$ cat config.mk
export PLATFORM = sky130hd
export DESIGN_NAME = ysyx_24100012_lsu
export DESIGN_NICKNAME = d
export VERILOG_FILES = /design/src/rtl/ysyx_24100012_lsu.sv
export SDC_FILE = /design/constraint.sdc
export NUM_CORES = 1
export LEC_CHECK = 0
export BUFFER_PORTS_ARGS = -buffer_cell sky130_fd_sc_hd__buf_2
export CAP_MARGIN = 10
export CORE_AREA = 4 4 126 98
export DETAILED_ROUTE_END_ITERATION = 10
export DIE_AREA = 0 0 130 102
export HOLD_SLACK_MARGIN = 0.1
export PLACE_DENSITY = 0.94
export SETUP_SLACK_MARGIN = 0.4
export SYNTH_ARGS = -nofsm -noshare
export SYNTH_HDL_FRONTEND = slang
export SYNTH_SLANG_ARGS = --single-unit
export TNS_END_PERCENT = 10
$ cat constraint.sdc
create_clock -name clk -period 10.8 [get_ports clk]
set_clock_uncertainty 0.2 [all_clocks]
set_input_delay 1.62 -clock clk [delete_from_list [all_inputs] [get_ports clk]]
set_output_delay 1.62 -clock clk [all_outputs]
set_load 0.005 [all_outputs]
$ cat src/rtl/ysyx_24100012_lsu.sv
// ---------------------------------------------------------------------------
// ysyx_24100012_lsu -- RV32 load/store unit in front of ysyx_24100012_ram.
//
// One request is taken from the execute stage per transaction. It is checked
// for funct3 legality and alignment, turned into RAM strobes/length/address/
// data, and the LSB-aligned read data is sign/zero-extended. The result goes
// to writeback over a second valid/ready handshake.
//
// Ports:
//   clk, rst              clock (rising edge), asynchronous active-high reset
//   in_valid / in_ready   request handshake (in_ready high only in IDLE)
//   in_wen, in_ren        store / load request
//   in_funct3             000 B, 001 H, 010 W, 100 BU, 101 HU
//   in_addr, in_wdata     byte address, LSB-aligned store data
//   mem_wen, mem_ren      RAM write / read strobes
//   mem_len               access length in bytes (1, 2 or 4)
//   mem_waddr, mem_raddr  RAM write / read address
//   mem_wdata             RAM write data, bytes above mem_len forced to 0
//   mem_rdata             RAM read data, LSB-aligned
//   out_valid / out_ready result handshake
//   out_rdata             extended load data, 0 for stores and errors
//   out_err               misaligned or illegal request
// ---------------------------------------------------------------------------
module ysyx_24100012_lsu #(
  parameter int ADDR_WIDTH = 32,
  parameter int DATA_WIDTH = 32,
  parameter int MEM_LAT    = 0
) (
  input  logic                  clk,
  input  logic                  rst,
  input  logic                  in_valid,
  output logic                  in_ready,
  input  logic                  in_wen,
  input  logic                  in_ren,
  input  logic [2:0]            in_funct3,
  input  logic [ADDR_WIDTH-1:0] in_addr,
  input  logic [DATA_WIDTH-1:0] in_wdata,
  output logic                  mem_wen,
  output logic                  mem_ren,
  output logic [DATA_WIDTH-1:0] mem_len,
  output logic [ADDR_WIDTH-1:0] mem_waddr,
  output logic [DATA_WIDTH-1:0] mem_wdata,
  output logic [ADDR_WIDTH-1:0] mem_raddr,
  input  logic [DATA_WIDTH-1:0] mem_rdata,
  output logic                  out_valid,
  input  logic                  out_ready,
  output logic [DATA_WIDTH-1:0] out_rdata,
  output logic                  out_err
);

  typedef enum logic [1:0] {
    S_IDLE   = 2'd0,
    S_ACCESS = 2'd1,
    S_RESP   = 2'd2
  } state_t;

  localparam logic [3:0] LAT_INIT = 4'(MEM_LAT);

  state_t          r_state;
  logic            r_ren;
  logic [2:0]      r_funct3;
  logic [3:0]      r_wait_cnt;

  logic            w_hs;
  logic            w_err;
  logic            w_mem_op;

  // Request legality: conflicting strobes, reserved funct3 codes, unsigned
  // stores, and halfword/word accesses that are not naturally aligned.
  function automatic logic f_req_err(input logic       wen,
                                     input logic       ren,
                                     input logic [2:0] f3,
                                     input logic [1:0] a);
    logic bad_code;
    logic store_unsigned;
    logic misalign;
    bad_code       = (f3 == 3'b011) || (f3 == 3'b110) || (f3 == 3'b111);
    store_unsigned = wen & f3[2];
    case (f3[1:0])
      2'b01:   misalign = a[0];
      2'b10:   misalign = (a != 2'b00);
      default: misalign = 1'b0;
    endcase
    return (wen & ren) | bad_code | store_unsigned | misalign;
  endfunction

  // Byte length of the access from the size field of funct3.
  function automatic logic [DATA_WIDTH-1:0] f_len(input logic [1:0] sz);
    case (sz)
      2'b00:   return DATA_WIDTH'(32'd1);
      2'b01:   return DATA_WIDTH'(32'd2);
      2'b10:   return DATA_WIDTH'(32'd4);
      default: return {DATA_WIDTH{1'b0}};
    endcase
  endfunction

  // Keep only the bytes covered by the access; the rest go out as 0.
  function automatic logic [DATA_WIDTH-1:0] f_mask(input logic [1:0]            sz,
                                                   input logic [DATA_WIDTH-1:0] d);
    case (sz)
      2'b00:   return {{(DATA_WIDTH-8){1'b0}}, d[7:0]};
      2'b01:   return {{(DATA_WIDTH-16){1'b0}}, d[15:0]};
      default: return d;
    endcase
  endfunction

  // RV32 load extension of LSB-aligned RAM data.
  function automatic logic [DATA_WIDTH-1:0] f_extend(input logic [2:0]            f3,
                                                     input logic [DATA_WIDTH-1:0] d);
    case (f3)
      3'b000:  return {{(DATA_WIDTH-8){d[7]}}, d[7:0]};
      3'b100:  return {{(DATA_WIDTH-8){1'b0}}, d[7:0]};
      3'b001:  return {{(DATA_WIDTH-16){d[15]}}, d[15:0]};
      3'b101:  return {{(DATA_WIDTH-16){1'b0}}, d[15:0]};
      3'b010:  return d;
      default: return {DATA_WIDTH{1'b0}};
    endcase
  endfunction

  // in_ready is purely a function of state, so there is no path from out_ready.
  assign in_ready = (r_state == S_IDLE);
  assign w_hs     = in_valid & in_ready;
  assign w_err    = f_req_err(in_wen, in_ren, in_funct3, in_addr[1:0]);
  assign w_mem_op = in_wen | in_ren;

  // Transaction FSM; every RAM-side and result output is registered here.
  always_ff @(posedge clk or posedge rst) begin
    if (rst) begin
      r_state    <= S_IDLE;
      r_ren      <= 1'b0;
      r_funct3   <= 3'b000;
      r_wait_cnt <= 4'd0;
      mem_wen    <= 1'b0;
      mem_ren    <= 1'b0;
      mem_len    <= {DATA_WIDTH{1'b0}};
      mem_waddr  <= {ADDR_WIDTH{1'b0}};
      mem_raddr  <= {ADDR_WIDTH{1'b0}};
      mem_wdata  <= {DATA_WIDTH{1'b0}};
      out_valid  <= 1'b0;
      out_rdata  <= {DATA_WIDTH{1'b0}};
      out_err    <= 1'b0;
    end else begin
      case (r_state)
        S_IDLE: begin
          if (w_hs) begin
            r_ren    <= in_ren;
            r_funct3 <= in_funct3;
            if (w_err || !w_mem_op) begin
              // Nothing to do in RAM: answer straight away, no strobe.
              r_state   <= S_RESP;
              out_valid <= 1'b1;
              out_err   <= w_err;
              out_rdata <= {DATA_WIDTH{1'b0}};
            end else begin
              // Loading the RAM-side registers here makes them the
              // captured request for the whole ACCESS phase.
              r_state    <= S_ACCESS;
              r_wait_cnt <= LAT_INIT;
              mem_wen    <= in_wen;
              mem_ren    <= in_ren;
              mem_len    <= f_len(in_funct3[1:0]);
              mem_waddr  <= in_addr;
              mem_raddr  <= in_addr;
              mem_wdata  <= f_mask(in_funct3[1:0], in_wdata);
            end
          end
        end
        S_ACCESS: begin
          // Write strobe lives for the first ACCESS cycle only.
          mem_wen <= 1'b0;
          if (r_wait_cnt == 4'd0) begin
            r_state   <= S_RESP;
            out_valid <= 1'b1;
            out_err   <= 1'b0;
            out_rdata <= r_ren ? f_extend(r_funct3, mem_rdata) : {DATA_WIDTH{1'b0}};
            mem_ren   <= 1'b0;
            mem_len   <= {DATA_WIDTH{1'b0}};
            mem_waddr <= {ADDR_WIDTH{1'b0}};
            mem_raddr <= {ADDR_WIDTH{1'b0}};
            mem_wdata <= {DATA_WIDTH{1'b0}};
          end else begin
            r_wait_cnt <= r_wait_cnt - 4'd1;
          end
        end
        S_RESP: begin
          if (out_ready) begin
            r_state   <= S_IDLE;
            out_valid <= 1'b0;
            out_rdata <= {DATA_WIDTH{1'b0}};
            out_err   <= 1'b0;
            mem_wen   <= 1'b0;
            mem_ren   <= 1'b0;
          end else begin
            r_state <= S_RESP;
          end
        end
        default: begin
          r_state   <= S_IDLE;
          out_valid <= 1'b0;
          mem_wen   <= 1'b0;
          mem_ren   <= 1'b0;
        end
      endcase
    end
  end

endmodule

==> metrics.md, run 1 <==
| Metric | Value |
|---|---|
| Num ports | between 200 and 300 |
| Worst EP required | about 11 ns |
| FF+latch count, synth | approximately 110 |
| Count of flip-flops with a built-in enable after synthesis | 0 |
| Predominant post-synthesis flop cell | dfrtp_1 |
| Mapped Area | roughly 5500 um2 |
| Die W | ~130 um |
| CP startpoint | in_funct3[1] |
| Clk pin slew, worst setup/hold paths | 0.06 ns |
| CP Class | in -> reg |
| Synth area leaders | dfrtp_1, a22o_1, buf_4 |
| Initial Utilization | 48.77% |
| Hold path start | out_valid |
| FP Rows | 34 |
| Max cap viols | 0 |
| PortBufs | 240 |
| Routed via count | 4299 |
| Area fraction of the dominant cell type after synthesis | around 52% |
| Crit start category | primary input |
| Worst setup margin | between 6 and 7 ns |
| Commonest non-fill, non-tap cells in the layout | buf_2, dfrtp_1, a22o_1 |
| Synth warn | 0 |
| PD cells | about 280 nW/um2 |
| 1st-pass router iterations | 4 |
| Worst slack at placement | between 6 and 7 ns |
| Most common cell after layout, fill and taps aside | buf_2 |
| Util after Layout | ~62% |
| DR vias/cell | 5.198 |
| Area Overhead vs Synth | 28.03% |
| Clk sinks | between 100 and 150 |
| Synthesized area per cell | approximately 12 um2 |
| Starting DRT DRC Count | between 200 and 250 |
| First-pass GRT wire length | 21.38 mm |
| Min-delay worst type | reg -> reg |
| Post-CTS setup repair buffer count | 0 |
| Rel. slew slack | 32.34% |
| Overall Global Routing Usage | roughly 21% |
| Status | finished, final reports clean |
| Cell variety after synth | 45 |
| Die Ht | 102 um |
| Setup crit end kind | register |
| N_diodes | 0 |
| Hold Slack | approximately 0.3 ns |
| Pwr Total | between 1.5 and 2 mW |
| RSZ-0062 raised after global routing | no |
| Post-CTS resize count | 0 |
| Final setup viols | 0 |
| Hold Vio Cnt, Final | 0 |
| Post-synthesis sequential area ratio | ~52% |
| Initial antenna violation count | 0 |
| Clock Latency Late Sink | around 0.40 ns |
| Drt wl/cell | around 17 um |
| Worst-case clock buffer depth | 2 |
| Leading area contributor after synthesis | dfrtp_1 |
| CTS tree | done |
| Full die area | between 10000 and 15000 um2 |
| Pin count of the biggest net entering global routing | between 60 and 70 |
| Synthesized instance count | 470 |
| Critical Path AT | slightly below 4 ns |
| H-tree Lvls | 4 |
| Reg2reg start | r_state[1] |
| Filler cells | just under 900 |
| Total Neg Setup Slack | 0 ns |
| Number of global-route vias before repair | 4153 |
| Clock period minus worst slack | 3.839 ns |
| Max rail drop VDD | approximately 0.00013 V |
| Final ANT Viol Nets | 0 |
| Leak | just under 4 nW |
| Core area | about 11000 um2 |
| Final Cycle Share | 35.55% |
| Share of cells above drive strength 1 | between 40% and 50% |
| Grt ovf | 0 |
| Global placement routability congestion | 0.8026 |
| Nets | around 800 |
| Worst Tran Pin Value | 1.011 ns |
| CTS root buf | clkbuf_16 |
| Post-synth ARST share | between 90% and 100% |
| Cts bufs inserted | 17 |
| Fmax | 0.2605 GHz |
| Max-slew violations | 0 |
| DRC Markers | 0 |
| CP Max Fanout | 33 |
| DP HPWL | between 10 and 15 mm |
| Cts hold-fix bufs | 0 |
| WL final | around 14 mm |
routing by layer:
layer | up-vias | wire length, um | GRT usage (%)
met3 | 15 | 1441 | 6.688
li1 | 1989 | - | -
met2 | 214 | 7152 | 34.61
met1 | 2081 | 5588 | 25.72
met4 | 0 | 176 | 6.150
met5 | - | 0 | 0
worst max-delay path, stage by stage:
cell and delay [ns]:
buf_2 0.12, inv_1 0.09, ha_1 0.31, o211ai_2 0.11, nand2_2 0.16, nor2_1 0.10, a2111o_2 0.88, mux2_1 0.50
flip-flops by register name, summed over array words and instances, names as in the netlist:
register and flops:
mem_len 3, out_rdata 32, out_valid 1, mem_wen 1
out_err 1, r_state 2, r_ren 1, r_funct3 3
mem_ren 1, mem_wdata 32, r_wait_cnt 4, mem_raddr 32
logic make-up after synthesis:
group	count (synthesis)	share of synthesized area (%)
mux	39	9.274
compound gates	126	17.98
fa+ha+maj	10	2.284
simple gates	70	6.304
other cells	1	0.06846
buf+inv	111	12.47
flops	113	51.62
power breakdown:
group | total, mW | internal [mW] | switching [mW]
logic | 0.683 | 0.347 | 0.336
registers | 0.684 | 0.570 | 0.114
clock network | 0.578 | 0.373 | 0.205
total | 1.94 | 1.29 | 0.654
stage by stage:
| stage | cells | instance area (um2) |
|---|---|---|
| 6_report | 827 | 7013 |
| 5_1_grt | 827 | 7013 |
| 4_1_cts | 827 | 7013 |
| 3_5_place_dp | 795 | 6397 |
| 3_3_place_gp | 795 | 6397 |
| 2_1_floorplan | 498 | 5583 |
final timing paths:
kind	to	slack (ns)	depth (start not counted)
setup / recovery	out_rdata[30]	6.96	8
hold / removal	out_valid	0.29	1
setup reg to reg	out_rdata[30]	7.74	6
hold reg to reg	out_valid	0.29	1
max in group asynchronous	mem_wdata[28]	8.08	3
min in group asynchronous	mem_raddr[8]	1.15	2
cells in the mapped netlist (2+ instances only):
cell type  number
buf_2           6
buf_6           4
buf_1           3
nor2b_1         4
a22o_1         69
o32a_1          2
o21ai_0         5
inv_1          21
mux2_2          3
buf_4          61
nand2_1        31
mux2_1          3
nor3_1          5
mux2i_1        11
a2bb2oi_1       8
o21ai_1         3
nand3_1         2
o22ai_1         3
ha_1           10
dfrtp_1       113
a21oi_1        25
and3_1          2
mux2_4         22
nor2_1         17
clkbuf_1       16
o211ai_1        2
layout make-up:
class                   count  area [um2]  share of cell area (%)
clock inverters            14       176.4                   2.516
clock buffers              18       439.2                   6.262
multi-input cells         274        2085                   29.72
repair buffers            243        1224                   17.45
well taps                 144       180.2                   2.569
flip-flops and latches    113        2828                   40.32
inverters                  21       81.33                   1.160
No activity file was read; power rests on OpenSTA's default activity.
==> run 2: changes to the inputs <==
--- a/config.mk
+++ b/config.mk
@@ -7,11 +7,11 @@
 export LEC_CHECK = 0
 export BUFFER_PORTS_ARGS = -buffer_cell sky130_fd_sc_hd__buf_2
 export CAP_MARGIN = 10
-export CORE_AREA = 4 4 126 98
+export CORE_AREA = 4 4 137 106
 export DETAILED_ROUTE_END_ITERATION = 10
-export DIE_AREA = 0 0 130 102
+export DIE_AREA = 0 0 141 110
 export HOLD_SLACK_MARGIN = 0.1
-export PLACE_DENSITY = 0.94
+export PLACE_DENSITY = 0.85
 export SETUP_SLACK_MARGIN = 0.4
 export SYNTH_ARGS = -nofsm -noshare
 export SYNTH_HDL_FRONTEND = slang
==> constraint.sdc (replaced) <==
create_clock -name clk -period 3.5 [get_ports clk]
set_clock_uncertainty 0.2 [all_clocks]
set_input_delay 0.525 -clock clk [delete_from_list [all_inputs] [get_ports clk]]
set_output_delay 0.525 -clock clk [all_outputs]
set_load 0.005 [all_outputs]
==> run 2 against run 1 <==
- design area rose by 1.4%
- core utilization shrank 7.6 points
- count of clock-buffer cells in the layout rose by 1
- sequential power grew to 3.1 times the previous value
- setup slack got worse by 6.3 ns
- critical path type is now reg -> reg
- largest cell class unchanged
==> metrics.md, run 2 (synthesized netlist as in run 1, its figures left out) <==
| Metric | Value |
|---|---|
| DRC Markers | 0 (unchanged) |
| Initial Utilization | 42.23% (-6.5 points) |
| Top Registers | mem_raddr: 32 flops, mem_wdata: 32 flops, out_rdata: 32 flops |
| WL final | 14.35 mm (about the same) |
| Drt wl/cell | 16.71 um (-3.8%) |
| Routed via count | 4306 (+0.16%) |
| Global placement routability congestion | 0.8666 (+8.0%) |
| Clk sinks | 113 (unchanged) |
| Met1 GRT Util | 22.49% (-3.2 points) |
| Total Neg Setup Slack | 0 ns (unchanged) |
| Number of global-route vias before repair | 4134 (-0.46%) |
| Post-CTS resize count | 0 (unchanged) |
| Area Overhead vs Synth | 29.81% |
| Clock Latency Late Sink | 0.40 ns (about the same) |
| PD cells | 849.9 nW/um2 (+210%) |
| CTS tree | done |
| CP peak stage delay | 0.68 ns (-0.20 ns) |
| Num ports | 270 (unchanged) |
| Critical-path cell list | inv_1 -> ha_1 -> o21ai_1 -> o21ai_1 -> a2111o_2 -> buf_4 -> mux2i_1 |
| Hold Vio Cnt, Final | 0 (unchanged) |
| Util after Layout | 54.81% (-7.6 points) |
| Post-CTS setup repair buffer count | 0 (unchanged) |
| Nets | 790 (+0.64%) |
| Share of cells above drive strength 1 | 46.08% (+0.39 points) |
| CP Class | reg -> reg |
| PortBufs | 240 (unchanged) |
| Worst path slowest cell | a2111o_2 |
| H-tree Lvls | 4 (unchanged) |
| Pwr Total | 6.043 mW (+210%) |
| Cts bufs inserted | 17 (unchanged) |
| Cts hold-fix bufs | 0 (unchanged) |
| Crit start category | register |
| Most common cell after layout, fill and taps aside | buf_2 |
| Full die area | 15510 um2 (+17%) |
| FP Rows | 36 (+5.9%) |
| Max rail drop VDD | 0.0004698 V (+260%) |
| Final setup viols | 0 (unchanged) |
| Die Ht | 110 um (+7.8%) |
| R2R cell count | 7 (+1) |
| Pin count of the biggest net entering global routing | 59 (-13%) |
| Commonest non-fill, non-tap cells in the layout | buf_2, dfrtp_1, a22o_1 |
| CP Max Fanout | 27 (-18%) |
| Clk pin slew, worst setup/hold paths | 0.06 ns (about the same) |
| 1st-pass router iterations | 4 (unchanged) |
| Setup crit end kind | register |
| Max cap viols | 0 (unchanged) |
| Clock period minus worst slack | about 2.9 ns |
| Most frequent CP cell | o21ai_1 |
| Overall Global Routing Usage | 17.88% (-2.8 points) |
| Starting DRT DRC Count | 170 (-16%) |
| Min-delay worst type | in -> async |
| First-pass GRT wire length | 21.71 mm (+1.5%) |
| Max-slew violations | 0 (unchanged) |
| M2 GR Usage | 29.27% (-5.3 points) |
| Grt ovf | 0 (unchanged) |
| Core area | 12970 um2 (+16%) |
| Initial antenna violation count | 1 (+1) |
| DR vias/cell | 5.013 (-3.6%) |
| Fmax | roughly 0.35 GHz |
| Met3 usage | 5.908% (-0.78 points) |
| RSZ-0062 raised after global routing | no |
| Worst EP required | 3.62 ns (-7.25 ns) |
| DP HPWL | 10.82 mm (+2.5%) |
| Rel. slew slack | 40.32% (+8.0 points) |
| Status | finished, final reports clean |
| CTS root buf | clkbuf_16 |
| Critical Path AT | 3.00 ns (-0.91 ns) |
| N_diodes | 0 (unchanged) |
| Grt peak-use layer | met2 |
| Leak | 3.892 nW (+0.77%) |
| Worst-case clock buffer depth | 2 (unchanged) |
| Final Cycle Share | 82.16% |
| Final ANT Viol Nets | 0 (unchanged) |
| Die W | 141 um (+8.5%) |
| Worst Tran Pin Value | 0.8927 ns (-0.1185 ns) |
-- run 2: changes by cell type in the layout (fill, tap and decap cells not counted), moves of 2 or more --
cell and delta:
buf_4 +4, clkinv_4 +3, clkinv_2 -2, inv_6 -2
-- run 2: cell type report --
class                   instances  area (um2)
clock buffers                  19       452.9
fillers                      1124        5862
multi-input cells             274        2085
inverters                      21       82.58
well taps                     171       214.0
repair buffers                248        1274
clock inverters                13       175.2
flip-flops and latches        113        2828
-- run 2: path summary, 6_finish.rpt --
check / start / to / slack, ns
max: r_state[1] / out_rdata[4] / 0.62
min: rst / mem_raddr[24] / 0.13
max reg2reg: r_state[1] / out_rdata[4] / 0.62
min reg2reg: mem_wdata[0] / mem_wdata[0] / 0.29
max in group asynchronous: rst / r_wait_cnt[2] / 2.43
min in group clk: in_wdata[16] / mem_wdata[16] / 0.13
-- run 2: through the flow --
stage | hold WS, ns | setup WS, ns | instances | instance area [um2]
floorplan | 0.2792 | 1.009 | 498 | 5587
global placement | 0.2750 | 0.5381 | 827 | 6482
detailed placement | 0.2824 | 0.4458 | 827 | 6482
CTS | 0.1127 | 0.5784 | 859 | 7111
global route | 0.1236 | 0.4283 | 859 | 7111
finish | 0.1298 | 0.6243 | 859 | 7111
-- run 2: power breakdown --
group | total, mW | internal [mW] | switching, mW
Clock | 1.81 | 1.17 | 0.640
Sequential | 2.09 | 1.76 | 0.331
Combinational | 2.14 | 1.10 | 1.04
-- run 2: worst max-delay path, delay by kind of cell (launching register included) --
kind	cells	cell delay, ns
DFF	1	0.40
adders and majority gates	1	0.39
muxes	1	0.21
buffers and inverters	2	0.42
AOI/OAI and AO/OA	3	1.18
-- run 2: per-layer routing --
metal  part of all wire (%)  vias up
met5                   0.13        -
met4                    1.6        2
met3                    8.5       20
met2                     49      187
met1                     41     2101
li1                       -     1996
==> run 3: changes to the inputs <==
==> constraint.sdc (replaced) <==
create_clock -name clk -period 2.4 [get_ports clk]
set_clock_uncertainty 0.2 [all_clocks]
set_input_delay 0.36 -clock clk [delete_from_list [all_inputs] [get_ports clk]]
set_output_delay 0.36 -clock clk [all_outputs]
set_load 0.005 [all_outputs]
==> run 3 against run 2 <==
- sequential power rose by 47%
- fmax rose by 24%
- global-route usage rose by 4.6 points
- largest power group unchanged
- sequential share of layout area fell by 5.8 points
- clock power rose by 45%
- non-clock buffer count rose by 116
- worst hold slack got worse by 0.018 ns
- critical path depth rose by 2
- cell count rose by 14%
- design area rose by 17%
==> metrics.md, run 3 (synthesized netlist as in run 1, its figures left out) <==
| Metric | Value |
|---|---|
| Status | finished, final reports clean |
| Worst Tran Pin Value | 0.6844 ns (-0.2083 ns) |
| PD cells | 1170 nW/um2 (+38%) |
| Critical-path cell list | inv_2 -> ha_4 -> nand2b_4 -> o21ai_4 -> o21ai_2 -> a2111o_2 -> buf_12 -> buf_16 -> mux2_4 |
| 1st-pass router iterations | 5 (+1) |
| Top Registers | mem_raddr: 32 flops, mem_wdata: 32 flops, out_rdata: 32 flops |
| Clock Latency Late Sink | 0.40 ns (about the same) |
| FP Rows | 36 (unchanged) |
| Hold Vio Cnt, Final | 0 (unchanged) |
| Worst-case clock buffer depth | 2 (unchanged) |
| Initial Utilization | 42.23% (unchanged) |
| CP bufs+invs | 3 (+1) |
| Max-slew violations | 0 (unchanged) |
| Final Cycle Share | 96.48% (+14 points) |
| Rel. slew slack | 54.37% (+14 points) |
| CTS tree | done |
| Fmax | 0.4319 GHz (+24%) |
| Overall Global Routing Usage | 22.45% (+4.6 points) |
| Dpl cells | 852 (+3.0%) |
| Final ANT Viol Nets | 0 (unchanged) |
| Post-Layout Cell Count | 975 (+14%) |
| Area of the multi-input gates | 2136 um2 (+2.5%) |
| Core area | 12970 um2 (unchanged) |
| Max cap viols | 0 (unchanged) |
| Clk pin slew, worst setup/hold paths | 0.06 ns (about the same) |
| Crit start category | register |
| DRC Markers | 0 (unchanged) |
| Worst path slowest cell | a2111o_2 |
| Grt ovf | 0 (unchanged) |
| Die Ht | 110 um (unchanged) |
| Clk sinks | 113 (unchanged) |
| Most common cell after layout, fill and taps aside | buf_2 |
| DR vias/cell | 5.069 (+1.1%) |
| Initial antenna violation count | 0 (-1) |
| CP Class | reg -> reg |
| Util after Layout | 64.25% (+9.4 points) |
| Clock period minus worst slack | 2.315 ns (-0.5603 ns) |
| N_diodes | 0 (unchanged) |
| Reg2Reg Setup Slack | 0.08 ns (-0.54 ns) |
| Commonest non-fill, non-tap cells in the layout | buf_2, dfrtp_1, dlygate4sd3_1 |
| Starting DRT DRC Count | 227 (+34%) |
| H-tree Lvls | 4 (unchanged) |
| Storage cell area | 2828 um2 (unchanged) |
| Min-delay worst type | in -> reg |
| PortBufs | 240 (unchanged) |
| CP peak stage delay | 0.44 ns (-0.24 ns) |
| Leak | 4.456 nW (+14%) |
| Pin count of the biggest net entering global routing | 114 (+93%) |
| Full die area | 15510 um2 (unchanged) |
| First-pass GRT wire length | 27.16 mm (+25%) |
| Pwr Total | 9.750 mW (+61%) |
| Worst path top cell family by delay | compound AO/OA/AOI/OAI gates |
| CTS root buf | clkbuf_16 |
| CP Max Fanout | 7 (-74%) |
| Num ports | 270 (unchanged) |
| Filler cells | 940 (-16%) |
| Routed via count | 4942 (+15%) |
| DP HPWL | 11.08 mm (+2.4%) |
| Total Neg Setup Slack | 0 ns (unchanged) |
| Worst EP required | 2.48 ns (-1.14 ns) |
| Final setup viols | 0 (unchanged) |
| Max rail drop VDD | 0.0007408 V (+58%) |
| Drt wl/cell | 18.19 um (+8.9%) |
| Area Overhead vs Synth | 52.15% |
| Hold Slack | 0.1114 ns (-0.01839 ns) |
| Die W | 141 um (unchanged) |
| Cts bufs inserted | 17 (unchanged) |
| Nets | 906 (+15%) |
| Global placement routability congestion | 0.8176 (-5.7%) |
| Critical Path AT | 2.40 ns (-0.60 ns) |
| Number of global-route vias before repair | 5190 (+26%) |
| Setup crit end kind | register |
| WL final | 17.73 mm (+24%) |
| RSZ-0062 raised after global routing | yes |
| Share of cells above drive strength 1 | 45.90% (-0.18 points) |
-- run 3: changes by cell type in the layout (fill, tap and decap cells not counted), sizes merged --
cell,change
clkinv,+2
clkbuf,-1
buf,+40
inv,-1
bufbuf,+1
dlygate4sd3,+75
-- run 3: power breakdown --
group	total, mW	switching [mW]	internal, mW
combinational	4.05	1.80	2.24
clock	2.62	0.949	1.68
sequential	3.08	0.509	2.57
total	9.75	3.26	6.49
-- run 3: final cells by class --
cell class / count / share of cell area [%]
Multi-Input combinational cell: 274 / 25.63
Tap cell: 171 / 2.567
Clock inverter: 14 / 2.162
Clock buffer: 18 / 5.269
Sequential cell: 113 / 33.93
Inverter: 21 / 0.9908
Timing Repair Buffer: 364 / 29.45
-- run 3: stage by stage --
| stage | worst slack [ns] | instance area, um2 |
|---|---|---|
| 2_1_floorplan | -0.0007969 | 5587 |
| 3_3_place_gp | -0.04268 | 6708 |
| 3_5_place_dp | -0.09177 | 6708 |
| 4_1_cts | 0.1145 | 8285 |
| 5_1_grt | 0.01067 | 8334 |
| 6_report | 0.08455 | 8334 |
-- run 3: worst min-delay path, cell delays in order --
cell,delay (ns)
buf_2,0.14
nand4_1,0.07
o211ai_1,0.09
-- run 3: path summary, 6_finish.rpt --
path	startpoint	end	cells past startpoint
max	r_wait_cnt[1]	out_rdata[16]	9
min	in_ren	mem_ren	3
max in group asynchronous	rst	out_rdata[4]	4
min in group asynchronous	rst	mem_raddr[23]	4
max reg2reg	r_wait_cnt[1]	out_rdata[16]	9
min reg2reg	mem_wdata[28]	mem_wdata[28]	1
-- run 3: timing repair --
item / in CTS / in global routing
buffers inserted: 8 / 5
hold endpoints to repair: 187 / 0
pin swaps: 3 / 0
endpoints found under the setup margin: 101 / 107
hold buffers: 75 / 0
cloned: 3 / 0
resized for setup: 15 / 2
-- run 3: per-layer routing --
layer	vias up	global-route usage [%]	wire length [um]
met4	0	9.544	610
met1	2404	26.11	6732
li1	2228	-	-
met5	-	0	0
met3	46	6.986	1446
met2	264	38.87	8943
